==> config.mk <==
export PLATFORM = sky130hd
export DESIGN_NAME = prio_enc_queue
export DESIGN_NICKNAME = d
export VERILOG_FILES = /design/src/rtl/prio_pkg.sv /design/src/rtl/prio_sel.sv /design/src/rtl/prio_enc_queue.sv
export SDC_FILE = /design/constraint.sdc
export NUM_CORES = 1
export LEC_CHECK = 0
export ABC_AREA = 1
export BUFFER_PORTS_ARGS = -buffer_cell sky130_fd_sc_hd__buf_2
export CAP_MARGIN = 20
export CORE_MARGIN = 2
export CORE_UTILIZATION = 51
export DETAILED_ROUTE_END_ITERATION = 12
export PLACE_DENSITY = 0.8
export SLEW_MARGIN = 20
export SYNTH_ARGS = -nofsm -noshare
export SYNTH_HDL_FRONTEND = slang
export SYNTH_SLANG_ARGS = --single-unit
export TNS_END_PERCENT = 50
==> constraint.sdc <==
create_clock -name clk -period 2.15 [get_ports clk]
set_clock_uncertainty 0.1 [all_clocks]
set_input_delay 0.215 -clock clk [delete_from_list [all_inputs] [get_ports clk]]
set_output_delay 0.215 -clock clk [all_outputs]
set_load 0.005 [all_outputs]
==> src/rtl/prio_pkg.sv <==
`default_nettype none
// ============================================================================
//  prio_pkg
//  Shared selection-mode constants and width helper for the priority blocks.
//  Revision: 1.0
// ============================================================================
package prio_pkg;

   localparam int PRIO_FIXED = 0;
   localparam int PRIO_RR    = 1;

   function automatic int idx_w(input int n);
      return $clog2(n);
   endfunction

endpackage
`default_nettype wire

==> src/rtl/prio_sel.sv <==
`default_nettype none
// ============================================================================
//  prio_sel
//  Combinational selector: highest set bit, or cyclic-downward scan from ptr.
//  Revision: 1.0
// ============================================================================
module prio_sel
   import prio_pkg::*;
#(
   parameter  int N = 8,
   localparam int W = idx_w(N)
) (
   input  logic [N-1:0] cand,
   input  logic [W-1:0] ptr,
   input  logic         mode,
   output logic [W-1:0] sel,
   output logic         any
);

   logic [2*N-1:0] dbl;
   logic [N-1:0]   rot;
   logic [W-1:0]   hi_fixed;
   logic [W-1:0]   hi_rot;
   logic [W:0]     rr_sum;

   assign any = |cand;
   assign dbl = {cand, cand};

   // Rotate so that bit ptr lands on the MSB; the highest set bit of rot is
   // then the first hit of the downward scan starting at ptr.
   assign rot = N'(dbl >> ({1'b0, ptr} + (W+1)'(1)));

   always_comb begin
      hi_fixed = '0;
      hi_rot   = '0;
      for (int i = 0; i < N; i++) begin
         if (cand[i]) hi_fixed = W'(i);
         if (rot[i])  hi_rot   = W'(i);
      end
   end

   // Undo the rotation: original index = (pos + ptr + 1) mod N.
   always_comb begin
      rr_sum = {1'b0, hi_rot} + {1'b0, ptr} + (W+1)'(1);
      if (rr_sum >= (W+1)'(N)) begin
         rr_sum = rr_sum - (W+1)'(N);
      end
   end

   assign sel = mode ? rr_sum[W-1:0] : hi_fixed;

endmodule
`default_nettype wire

==> src/rtl/prio_enc_queue.sv <==
`default_nettype none
// ============================================================================
//  prio_enc_queue
//  Sticky request capture with one registered grant slot (valid/ready).
//  Revision: 1.0
// ============================================================================
module prio_enc_queue
   import prio_pkg::*;
#(
   parameter  int N    = 8,
   parameter  int MODE = PRIO_FIXED,
   localparam int W    = idx_w(N)
) (
   input  logic         clk,
   input  logic         rst,
   input  logic         en,
   input  logic         flush,
   input  logic [N-1:0] req,
   input  logic         out_ready,
   output logic         out_valid,
   output logic [W-1:0] out_idx,
   output logic [N-1:0] pending,
   output logic         busy
);

   localparam logic [W-1:0] PTR_INIT = W'(N - 1);
   localparam logic         IS_RR    = (MODE == PRIO_RR);

   logic [N-1:0] cand;
   logic         slot_free;
   logic         load;
   logic         any;
   logic [W-1:0] sel;
   logic [W-1:0] ptr;
   logic [N-1:0] sel_onehot;
   logic [N-1:0] pending_nxt;
   logic         valid_nxt;
   logic [W-1:0] idx_nxt;
   logic [W-1:0] ptr_nxt;

   assign cand       = pending | req;
   assign slot_free  = !out_valid || out_ready;
   assign load       = en && slot_free && any && !flush;
   assign sel_onehot = N'(1) << sel;

   prio_sel #(
      .N (N)
   ) u_sel (
      .cand (cand),
      .ptr  (ptr),
      .mode (IS_RR),
      .sel  (sel),
      .any  (any)
   );

   always_comb begin
      pending_nxt = cand;
      valid_nxt   = out_valid;
      idx_nxt     = out_idx;
      ptr_nxt     = ptr;
      if (flush) begin
         pending_nxt = '0;
         valid_nxt   = 1'b0;
      end else if (load) begin
         // A request arriving on the granted bit in this cycle is consumed here.
         pending_nxt = cand & ~sel_onehot;
         valid_nxt   = 1'b1;
         idx_nxt     = sel;
         if (IS_RR) begin
            ptr_nxt = (sel == '0) ? PTR_INIT : sel - W'(1);
         end
      end else if (out_valid && out_ready) begin
         valid_nxt = 1'b0;
      end
   end

   always_ff @(posedge clk) begin
      if (rst) begin
         pending   <= '0;
         out_valid <= 1'b0;
         out_idx   <= '0;
         ptr       <= PTR_INIT;
         busy      <= 1'b0;
      end else begin
         pending   <= pending_nxt;
         out_valid <= valid_nxt;
         out_idx   <= idx_nxt;
         ptr       <= ptr_nxt;
         busy      <= valid_nxt | (|pending_nxt);
      end
   end

endmodule
`default_nettype wire
==> impl_metrics.py <==
metrics = {
    "pwr": {
        "cellPowerDensity_nw_per_um2": 578,
        "total_power_uw": 529,
        "internal_power_uw": 372,
        "leakagePower_uw": 0.000496,
        "ir_worst_vdd_mv": 0.400,
        "switching_share": 0.297,
        "p_comb_frac": 0.218,
        "power.share.sequential": 0.496,
        "power.net_switching_uw": 157,
        "pwr-share-clk": 0.286,
    },
    "setup_path": {
        "critical_path.max_fanout": 4,
        "timing.setup.critical_path_class": "reg -> reg",
        "rr_startpoint": "pending[7]",
        "worst_ep_arrival_time_ps": 1640,
        "required_time_at_the_endpoint_of_the_critical_path_ps": 2220,
        "crit_path_start": "pending[7]",
        "worstSetupEndpointType": "flip-flop",
        "critPathLaunchType": "flip-flop",
    },
    "timing": {
        "final_critical_period_ps": 1570,
        "hold_viol": 0,
        "fin_crit_sh": 0.731,
        "max_freq_mhz": 636,
        "finalSetupViolations": 0,
        "slew_violations": 0,
        "grt_setup_unrepaired": "false",
        "maxSlewHeadroom": 0.833,
        "worst_pin_slew_ps": 248,
        "tns_ps": 0,
    },
    "detailed_routing": {
        "routedWlPerCell_um": 10.6,
        "detailroute.via_count": 739,
        "dr.pass1.iters": 4,
        "dr.first_iter.drc_count": 19,
        "wirelength_mm": 1.57,
        "drtAntennaViolNets": 0,
        "remaining_drc_errors": 0,
        "via_per_inst": 4.96,
    },
    "final_layout": {
        "layout-area-overhead-vs-synth_pct": 20.4,
        "layout-drive-gt1-share": 0.358,
        "finish.cell_count_without_fillers": 149,
        "layout_common_cells": "nand2_1 (26), buf_2 (25), nor2_1 (22)",
        "post_route_core_utilization": 0.677,
        "num_antenna_cells": 0,
        "layout.cell_area.non_filler_um2": 915,
        "final_common_cell": "nand2_1",
        "nets": 148,
    },
    "cts": {
        "cts_buffers": 3,
        "worst_skew_pair.late_latency_ps": 280,
        "cts_root_buf": "clkbuf_4",
        "postCtsHoldBufs": 0,
        "postCtsSetupBuffers": 0,
        "clock_net_sink_count": 13,
        "htreeDepth": 1,
        "clk_pin_slew_worst_paths_ps": 80,
        "cts_tree": "built",
        "max-clock-path-buffers": 2,
        "cts_repair_resize_count": 0,
    },
    "synthesis": {
        "net_count_of_the_mapped_netlist": 120,
        "ys_seq_area_frac": 0.343,
        "synth.top_cells.by_area": "dfxtp_1 (34%), nand2_1 (13%), nor2_4 (12%)",
        "synth_top_family_by_area": "simple AND/OR/NAND/NOR gates",
        "number_of_synthesis_warnings": 0,
        "synth_compound_gate_area_share": 0.0577,
        "syn_std_cell_area_um2": 759,
        "synthDominantAreaCellType": "dfxtp_1",
        "synthAdderAreaFrac": 0,
        "synthXorXnorAreaFrac": 0,
        "synth_cells": 107,
        "synth_top_cell_area_share": 0.343,
        "synth_simple_gate_area_share": 0.514,
        "yosysUniqueCellTypes": 20,
        "synth_seq_cells": 13,
        "synth.mux.area_fraction": 0,
        "synth.avg_cell_area_um2": 7.10,
    },
    "placed_design": {
        "sum_of_net_half_perimeters_after_detailed_placement_mm": 1.25,
        "io_buffers": 25,
        "dpl-instance-area_um2": 888,
        "finalWeightedCongestion": 0.933,
        "placedCellCount": 145,
    },
    "die": {
        "io_pins": 26,
        "fp.dieArea_um2": 1810,
        "initial_utilization": 0.563,
        "die_x_um": 42.6,
        "chipHeight_um": 42.6,
        "fp-row-count": 13,
        "placeableCoreArea_um2": 1350,
    },
    "global_routing": {
        "first_pass_grt_wire_length_mm": 2.81,
        "pin_count_of_the_biggest_net_entering_global_routing": 12,
        "antenna_violations_before_repair": 0,
        "grt_overflow": 0,
        "total_grt_usage": 0.203,
        "vias_in_the_first_global_route": 659,
    },
    "worst_hold_path": {
        "hold_class": "in -> reg",
        "hold_path.startpoint": "rst",
    },
    "flow_run": {
        "cap_violations": 0,
    },
    "outcome": {
        "run_status": "finished clean",
    },
}
synth_stat cells, drive strengths merged:
cell type,instances
clkbuf,1
clkinv,2
nor3,3
nor4,1
nand3,3
a21oi,5
buf,1
nand4,1
o21ai,3
nor2,31
nand2,32
dfxtp,13
inv,11
final timing paths:
check	to	slack, ps	cells past startpoint
min reg2reg	out_idx[1]	370	2
min	busy	140	2
max	busy	580	10
max reg2reg	busy	580	10
kinds of logic (layout without fill, tap and decap cells):
group,count (synthesis),count (layout)
compound gates,8,8
buf+inv,15,42
flops,13,13
simple gates,71,71
area by class of cell:
type,instances,area (µm²)
Clock buffer,4,26.3
Fill cell,138,435
Inverter,13,50.0
Multi-Input combinational cell,79,434
Sequential cell,13,260
Tap cell,15,18.8
Timing Repair Buffer,25,125
through the flow:
step | hold WS [ps] | setup WS, ps
final | 144 | 577
after global routing | 140 | 449
after CTS | 142 | 576
after detailed placement | 359 | 579
after global placement | 351 | 580
after floorplan | 273 | 730
per-layer routing:
layer	wire length (µm)	track usage
met1	703	0.262
met2	708	0.314
met3	119	0.0388
met4	42	0.113
met5	0	0
power groups by stage:
stage          combinational, µW  sequential, µW  clock (µW)
5_1_grt                      129             265         171
4_1_cts                      115             263         157
6_report                     115             263         151
3_5_place_dp                 114             268           0
3_3_place_gp                 113             268           0
2_1_floorplan               75.5             270           0
registers in the layout, summed over array words and instances (netlist names):
register,cells
busy,1
out_idx,3
out_valid,1
pending,8
worst max-delay path: stages, from the launching register on:
cell     delay (ps)
dfxtp_1         350
nor2_4          150
nand2_4         100
nor2_8          120
nand3_1         120
nor2_1          180
nor2_1           60
nor2_1          100
nand2_1          50
nor2_1           80
nor2_1           40
Power figures use the tool's default switching activity.
